[src/rtl/alu_pkg.sv]
// Shared ALU issue definitions: opcode encoding, datapath width defaults, stage state encoding.
package alu_pkg;

  localparam int DATA_W_DEF  = 32;
  localparam int RADDR_W_DEF = 5;

  localparam logic [2:0] ALU_AND  = 3'b000;
  localparam logic [2:0] ALU_OR   = 3'b001;
  localparam logic [2:0] ALU_ADD  = 3'b010;
  localparam logic [2:0] ALU_ANDN = 3'b100;
  localparam logic [2:0] ALU_ORN  = 3'b101;
  localparam logic [2:0] ALU_SUB  = 3'b110;
  localparam logic [2:0] ALU_SLT  = 3'b111;

  typedef enum logic {
    ST_EMPTY = 1'b0,
    ST_FULL  = 1'b1
  } stage_state_t;

endpackage

[src/rtl/fwd_mux.sv]
// Resolves one source operand from the MEM/WB writeback candidates (MEM wins, r0 never forwarded).
// Purely combinational, no latency, no flow control.
module fwd_mux
  import alu_pkg::*;
#(
  parameter int DATA_W  = DATA_W_DEF,
  parameter int RADDR_W = RADDR_W_DEF
) (
  input  logic [RADDR_W-1:0] addr,
  input  logic [DATA_W-1:0]  reg_data,
  input  logic               mem_we,
  input  logic [RADDR_W-1:0] mem_addr,
  input  logic [DATA_W-1:0]  mem_data,
  input  logic               wb_we,
  input  logic [RADDR_W-1:0] wb_addr,
  input  logic [DATA_W-1:0]  wb_data,
  output logic [DATA_W-1:0]  value
);

  logic addr_nz;
  logic mem_hit;
  logic wb_hit;

  assign addr_nz = |addr;
  assign mem_hit = mem_we && (mem_addr == addr) && addr_nz;
  assign wb_hit  = wb_we && (wb_addr == addr) && addr_nz;

  always_comb begin
    value = reg_data;
    if (mem_hit) begin
      value = mem_data;
    end else if (wb_hit) begin
      value = wb_data;
    end
  end

endmodule

[src/rtl/alu_issue_stage.sv]
// Single-entry ALU operand register with operand forwarding (ALU_ISSUE_FWD_EN) between decode and EX.
// Latency 1 cycle; holds while out_ready=0, drain+fill in one cycle; flush overrides all.
module alu_issue_stage
  import alu_pkg::*;
#(
  parameter int DATA_W  = DATA_W_DEF,
  parameter int RADDR_W = RADDR_W_DEF
) (
  input  logic               clk,
  input  logic               rst_n,
  input  logic               in_valid,
  output logic               in_ready,
  input  logic [DATA_W-1:0]  in_rs_data,
  input  logic [DATA_W-1:0]  in_rt_data,
  input  logic [DATA_W-1:0]  in_imm,
  input  logic               in_alu_src,
  input  logic [2:0]         in_alu_op,
  input  logic [RADDR_W-1:0] in_rs_addr,
  input  logic [RADDR_W-1:0] in_rt_addr,
  input  logic [RADDR_W-1:0] in_rd_addr,
  input  logic               in_reg_write,
  input  logic               fwd_mem_we,
  input  logic [RADDR_W-1:0] fwd_mem_addr,
  input  logic [DATA_W-1:0]  fwd_mem_data,
  input  logic               fwd_wb_we,
  input  logic [RADDR_W-1:0] fwd_wb_addr,
  input  logic [DATA_W-1:0]  fwd_wb_data,
  input  logic               flush,
  output logic               out_valid,
  input  logic               out_ready,
  output logic [DATA_W-1:0]  srcA,
  output logic [DATA_W-1:0]  srcB,
  output logic [2:0]         opcode,
  output logic [RADDR_W-1:0] out_rd_addr,
  output logic               out_reg_write
);

`ifdef ALU_ISSUE_FWD_EN
  localparam logic FWD_EN = 1'b1;
`else
  localparam logic FWD_EN = 1'b0;
`endif

  stage_state_t state;
  logic         mem_we_eff;
  logic         wb_we_eff;
  logic         take;
  logic [DATA_W-1:0] a_val;
  logic [DATA_W-1:0] b_fwd;

  // With forwarding disabled the muxes see no writeback and pass register data straight through.
  assign mem_we_eff = fwd_mem_we & FWD_EN;
  assign wb_we_eff  = fwd_wb_we & FWD_EN;

  fwd_mux #(.DATA_W(DATA_W), .RADDR_W(RADDR_W)) u_fwd_a (
    .addr     (in_rs_addr),
    .reg_data (in_rs_data),
    .mem_we   (mem_we_eff),
    .mem_addr (fwd_mem_addr),
    .mem_data (fwd_mem_data),
    .wb_we    (wb_we_eff),
    .wb_addr  (fwd_wb_addr),
    .wb_data  (fwd_wb_data),
    .value    (a_val)
  );

  fwd_mux #(.DATA_W(DATA_W), .RADDR_W(RADDR_W)) u_fwd_b (
    .addr     (in_rt_addr),
    .reg_data (in_rt_data),
    .mem_we   (mem_we_eff),
    .mem_addr (fwd_mem_addr),
    .mem_data (fwd_mem_data),
    .wb_we    (wb_we_eff),
    .wb_addr  (fwd_wb_addr),
    .wb_data  (fwd_wb_data),
    .value    (b_fwd)
  );

  assign out_valid = (state == ST_FULL);
  assign in_ready  = !flush && (!out_valid || out_ready);
  assign take      = in_valid && in_ready;

  always_ff @(posedge clk or negedge rst_n) begin
    if (!rst_n) begin
      state         <= ST_EMPTY;
      srcA          <= '0;
      srcB          <= '0;
      opcode        <= 3'b000;
      out_rd_addr   <= '0;
      out_reg_write <= 1'b0;
    end else if (flush) begin
      state <= ST_EMPTY;
    end else if (take) begin
      state         <= ST_FULL;
      srcA          <= a_val;
      srcB          <= in_alu_src ? in_imm : b_fwd;
      opcode        <= in_alu_op;
      out_rd_addr   <= in_rd_addr;
      out_reg_write <= in_reg_write;
    end else if (out_ready) begin
      state <= ST_EMPTY;
    end
  end

endmodule

[config.mk]
export PLATFORM = sky130hd
export DESIGN_NAME = alu_issue_stage
export DESIGN_NICKNAME = d
export VERILOG_FILES = /design/src/rtl/alu_pkg.sv /design/src/rtl/fwd_mux.sv /design/src/rtl/alu_issue_stage.sv
export SDC_FILE = /design/constraint.sdc
export NUM_CORES = 1
export LEC_CHECK = 0
export CORE_ASPECT_RATIO = 1.4
export CORE_MARGIN = 3
export CORE_UTILIZATION = 45
export DETAILED_ROUTE_END_ITERATION = 6
export PLACE_DENSITY = 0.94
export SLEW_MARGIN = 10
export SYNTH_ARGS = -nofsm -noshare
export SYNTH_HDL_FRONTEND = slang
export SYNTH_HIERARCHICAL = 1
export SYNTH_SLANG_ARGS = --single-unit
[constraint.sdc]
create_clock -name clk -period 2.3 [get_ports clk]
set_input_delay 0.345 -clock clk [delete_from_list [all_inputs] [get_ports clk]]
set_output_delay 0.345 -clock clk [all_outputs]
set_load 0.01 [all_outputs]
==> impl_metrics.ini <==
[critical_path]
cpPeakStageDelay_ns = 0.54
cp_cell_sequence = clkdlybuf4s50_1 > nor2b_4 > nor2_1 > clkdlybuf4s50_1
arrival_ns = 1.54
slowest_stage = clkdlybuf4s50_1
end_kind = primary output
crit_path_max_fanout = 3
crit_top_cell = clkdlybuf4s50_1
start_kind = input port
cp.required_ns = 1.96
path_class = input port to primary output

[floorplanning]
pin_count = 272
rows = 48
core-area_sq_um = 12370
die_width_um = 101.4
dieArea_sq_um = 14160
die_h_um = 139.6
initial_utilization = 0.4636

[drt]
drt-initial-drc-count = 456
finalWirelength_um = 21230
first_pass_iters = 6
via_per_inst = 5.713
post-route-drc-count = 0
wl_per_cell_um = 21.57
detail-route-antenna-nets = 0
num_vias = 5622

[logic_synthesis]
synth_area_leaders = dfrtp_1 (32%), mux2_4 (18%), a31oi_1 (7.0%)
netlist.area_leader.share = 0.3229
synth-seq-cells = 74
yosys.area.top_type = dfrtp_1
synth_area_sq_um = 5736
synth_ff_type = dfrtp_1
ys_warn_count = 6
synth_common_cells = dfrtp_1 (74), mux2_4 (70)
yosysUniqueCellTypes = 25
ys_seq_area_frac = 0.3229
synth_most_common_cell = dfrtp_1
syn_inst = 593
synth-edff-count = 0
async_flop_share = 1.000
syn_area_per_cell_sq_um = 9.672

[clock_network]
cts_tree = built
clk_latency_ns = 0.33
numCtsBuffers = 9
cts_max_path_buffers = 2
cts_num_sinks = 74
path_clk_slew_ns = 0.07
cts-resized-gates = 0
h-tree-depth = 3
cts_root_buffer = clkbuf_16

[pwr]
power_leakage_uw = 0.003433
power_uw = 5041
p_per_area_nw_per_um2 = 585.0
max-vdd-ir-drop_v = 0.0003061

[place]
place_congestion = 0.8842
io_buffers = 269
place_inst = 967
dpl.hpwl_um = 15350

[cells_and_area]
drive_gt1_frac = 0.1607
area_delta_synth_final_pct = 50.22
finalNetCount = 1026
post_layout_nonfiller_instances = 984
diodes = 0

[global_route]
grt_overflow = 0
grt_pass1_wl_um = 31980
first_global_vias = 5691
antenna_found_initial = 0
grtUsageTotal = 0.2927
grt_start_max_net_pins = 65

[sta]
fin_skew_ns = 0.008672
rsz0062_at_grt = no
setup_violations = 0
fmax_ghz = 0.5305
period_share = 0.8196
maxSlewViolCount = 68
setup_tns_ns = 0
tightest_slew_ns = 1.822
hold_violations = 0
slew_headroom = -0.2182
min_period_ns = 1.885

[outcome]
violations = max-slew violations
status = finished with violations

[worst_hold_path]
min_path_type = flip-flop to flip-flop

[job]
drv_cap = 0
## cells by family after synthesis
| family | after synthesis | share of synthesized area |
|---|---|---|
| and+or+nand+nor | 141 | 0.1427 |
| AOI/OAI and AO/OA | 132 | 0.1374 |
| buffers and inverters | 120 | 0.1139 |
| muxes | 105 | 0.2520 |
| DFF | 74 | 0.3229 |
| xor gates and xnor gates | 20 | 0.03054 |
| other | 1 | 0.0006538 |
## state kept, by name, indices dropped and copies added, names as in the netlist
| signal | flops |
|---|---|
| srcA | 32 |
| srcB | 32 |
| out_rd_addr | 5 |
| opcode | 3 |
| out_reg_write | 1 |
| out_valid | 1 |
## layout make-up
class / instances / area, sq um
fill: 940 / 3756
multi-input combinational: 402 / 3248
timing repair buffer: 278 / 2805
sequential: 74 / 1852
inverter: 64 / 240.2
clock buffer: 9 / 225.2
tap: 150 / 187.7
clock inverter: 7 / 57.56
## placed cells by master (no fill, tap or decap)
| master | n |
|---|---|
| inv_6 | 4 |
| mux2_2 | 30 |
| nor2_1 | 3 |
| dlygate4sd3_1 | 1 |
| o21ai_1 | 4 |
| or4_4 | 2 |
| buf_4 | 5 |
| dfrtp_1 | 74 |
| a31oi_1 | 64 |
| o21ai_0 | 60 |
| buf_2 | 1 |
| clkinvlp_4 | 3 |
| clkdlybuf4s50_1 | 267 |
| or2_1 | 2 |
| or3_1 | 64 |
| conb_1 | 4 |
| buf_12 | 4 |
| clkbuf_16 | 9 |
| nor3_1 | 64 |
| o211ai_4 | 2 |
| inv_1 | 64 |
| nand4_1 | 4 |
| nor2b_4 | 1 |
| o211ai_2 | 2 |
| xnor2_1 | 20 |
| mux2_4 | 70 |
| nor3b_4 | 1 |
| mux2_1 | 5 |
## per-layer routing
layer | up-vias | global-route usage | wire length, um | part of all wire
li1 | 2595 | - | - | -
met1 | 2663 | 0.3714 | 8333 | 0.39
met2 | 318 | 0.4934 | 10630 | 0.50
met3 | 46 | 0.05115 | 1603 | 0.076
met4 | 0 | 0.1036 | 657 | 0.031
met5 | - | 0 | 0 | 0
## critical path: cells and delay by family
family	cells	cell delay (ns)
buf+inv	2	1.04
simple gates	2	0.15
## report_power, final
group	switching, uW	internal (uW)	leakage, uW
Clock	632	747	0.000129
Combinational	733	1210	0.00243
Sequential	165	1560	0.000871
Total	1530	3510	0.00343
## worst paths after layout
| kind | from | end | slack [ns] | depth (start not counted) |
|---|---|---|---|---|
| max | out_ready | in_ready | 0.41 | 4 |
| min | srcB[5] | srcB[5] | 0.51 | 1 |
| max reg2reg | out_valid | srcB[2] | 0.64 | 4 |
| min reg2reg | srcB[5] | srcB[5] | 0.51 | 1 |
| max in group asynchronous | rst_n | srcA[25] | 1.12 | 3 |
| min in group asynchronous | rst_n | opcode[1] | 0.53 | 2 |
## metrics by stage
stage	instance area, sq um	setup slack, ns	util	hold WS (ns)
floorplan	5747	0.8195	-	0.04941
global placement	8323	0.2876	0.6727	0.3494
detailed placement	8323	0.2592	0.6727	0.3531
CTS	8616	0.4051	0.6964	0.5144
global route	8616	0.3682	0.6964	0.5271
finish	8616	0.4150	0.6964	0.5122
## what timing repair did
item,4_1_cts,5_1_grt
setup buffers,0,0
hold buffers,1,0
hold endpoints to repair,6,0
(Power assumes the default switching activity.)
==> variant (same flow settings) <==
Set the localparam `FWD_EN` to 1'b1 (it was 1'b0).
--- a/src/rtl/alu_issue_stage.sv
+++ b/src/rtl/alu_issue_stage.sv
@@ -38,7 +38,7 @@
 `ifdef ALU_ISSUE_FWD_EN
   localparam logic FWD_EN = 1'b1;
 `else
-  localparam logic FWD_EN = 1'b0;
+  localparam logic FWD_EN = 1'b1;
 `endif
 
   stage_state_t state;
Function: changed (Yosys sat finds a counterexample within 4 cycles, from zero or initial values and one cycle with rst_n low).
==> variant against the unedited design <==
Die area about the same. Synthesized area about the same. Clock skew decreased by 1.5 ps. Wire length up 6.0%. Global-route usage increased by 1.8 points. Critical path type is now in2reg. Sequential cell count unchanged. Cell area increased by 6.2%. Count of clock-buffer cells in the layout unchanged. Hold slack got worse by 2.0 ps. Worst setup slack got worse by 390 ps. Power increased by 4.8%.
==> variant: results (changes against the unedited design) <==
metric;value;unit;change
Syn Nets;789;;
FFs w/ async S/R, synth;100;%;unchanged
reg2reg path depth;4;;unchanged
biggest regs;srcA x32, srcB x32, out_rd_addr x5;;
Lkg Pwr;3.75;nW;+9.2%
Port Buffers;271;;+0.74%
placed cell area;0.00871;mm^2;+4.7%
Starting DRT DRC Count;485;;+6.4%
Tot GR Track Use;31.0;%;+1.8 points
Synth cell types;24;;-4.0%
Placer Congestion;0.965;;+9.1%
sequential-to-total area share from yosys stat;32.3;%;about the same
clk_lat worst skew;330;ps;about the same
status;finished, final reports clean;;
Final nets;1071;;+4.4%
Synth Flop Type;dfrtp_1;;
worst IR drop on VDD;0.353;mV;+15%
worst-path maximum fanout;10;;+7
CP Class;in2reg;;
capturing point of the worst reg2reg path;srcB[8]$_DFFE_PN0P_;;
initial antenna violation count;2;;+2
worst hold path class;reg2reg;;
Worst-Margin Slew;553;ps;-1270 ps
Synth area leaders;dfrtp_1 32%, mux2_4 18%, a31oi_1 7.0%, or3_1 7.0%, mux2_2 5.9%;;
clk_skew;7.15;ps;-1.52 ps
Critical Path Source;fwd_mem_addr[1];;
first-pass GRT wire length;34000;um;+6.3%
Clock Tree Buf Depth;2;;unchanged
final wirelength;22500;um;+6.0%
crit path to;srcB[10]$_DFFE_PN0P_;;
HPWL after detailed placement;16700;um;+8.8%
Worst EP arrival;2490;ps;+950 ps
Post-synth top cells;74 x dfrtp_1, 70 x mux2_4;;
H-tree depth;3;;unchanged
CP endpoint kind;register;;
Vias per Instance;5.83;;+2.1%
number of global-route vias before repair;6202;;+9.0%
pin count of the biggest net entering global routing;44;;-32%
layout cells sized above 1;21.0;%;+5.0 points
First-pass DRT Iterations;7;;+1
[variant: cell count changes after synthesis]
cell    unedited run  this run
conb_1             1         0
[variant: where the power goes]
part	total (mW)	internal (mW)	switching (mW)	leakage (nW)
registers	1.73	1.56	0.169	0.871
clock network	1.49	0.861	0.633	0.145
logic	2.06	1.29	0.770	2.73
[variant: metal layers]
layer / track usage (%) / wire length [um]
met5: 0 / 0
met3: 5.12 / 1950
met1: 38.4 / 8110
met4: 16.8 / 1340
met2: 50.8 / 11100
[variant: through the flow]
step / hold WS, ps / cells / TNS [ps] / util (%) / worst slack (ps)
after floorplan: 49.4 / 592 / 0 / - / 97.9
after global placement: 348 / 1007 / -16960 / 70.4 / -401
after detailed placement: 355 / 1007 / -19120 / 70.4 / -455
after CTS: 515 / 1028 / 0 / 73.7 / 12.9
after global routing: 521 / 1031 / -41.1 / 73.9 / -27.2
final: 510 / 1031 / 0 / 73.9 / 24.6
[variant: how the worst min path moves through the flow]
stage | to | cells after the start | startpoint
detailed placement | opcode[0]$_DFFE_PN0P_ | 1 | rst_n
global route | srcB[13]$_DFFE_PN0P_ | 1 | srcB[13]$_DFFE_PN0P_
global placement | opcode[0]$_DFFE_PN0P_ | 1 | rst_n
CTS | srcA[6]$_DFFE_PN0P_ | 1 | srcA[6]$_DFFE_PN0P_
floorplan | opcode[0]$_DFFE_PN0P_ | 0 | rst_n
finish | srcB[6]$_DFFE_PN0P_ | 1 | srcB[6]$_DFFE_PN0P_
[variant: repair_timing]
| item | 4_1_cts | 5_1_grt |
|---|---|---|
| pin swaps | 2 | 2 |
| resized for setup | 11 | 9 |
| hold buffers | 1 | 0 |
| endpoints found under the hold margin | 4 | 0 |
| buffers inserted | 2 | 1 |
| setup endpoints to repair | 32 | 22 |
| gates cloned | 2 | 0 |
[variant: cell type report]
cell class	instances	area, um^2
repair buffers	327	3290
diodes	2	5.00
clock buffers	9	225
multi-input cells	398	3270
clock inverters	7	82.6
inverters	64	240
fillers	840	3220
flip-flops and latches	74	1850
well taps	150	188
[variant: cells by family after synthesis]
| group | count (synthesis) | synth area share, % |
|---|---|---|
| buf+inv | 120 | 11.4 |
| mux | 105 | 25.2 |
| simple gates | 141 | 14.3 |
| flops | 74 | 32.3 |
| xor+xnor | 20 | 3.06 |
| compound gates | 132 | 13.8 |
[variant: critical path, stage by stage]
cell             delay [ps]
clkdlybuf4s50_1         550
xnor2_1                 160
nand4_1                 250
buf_4                   260
nor3_1                  310
a31oi_1                  80
mux2_2                  270
mux2_4                  260
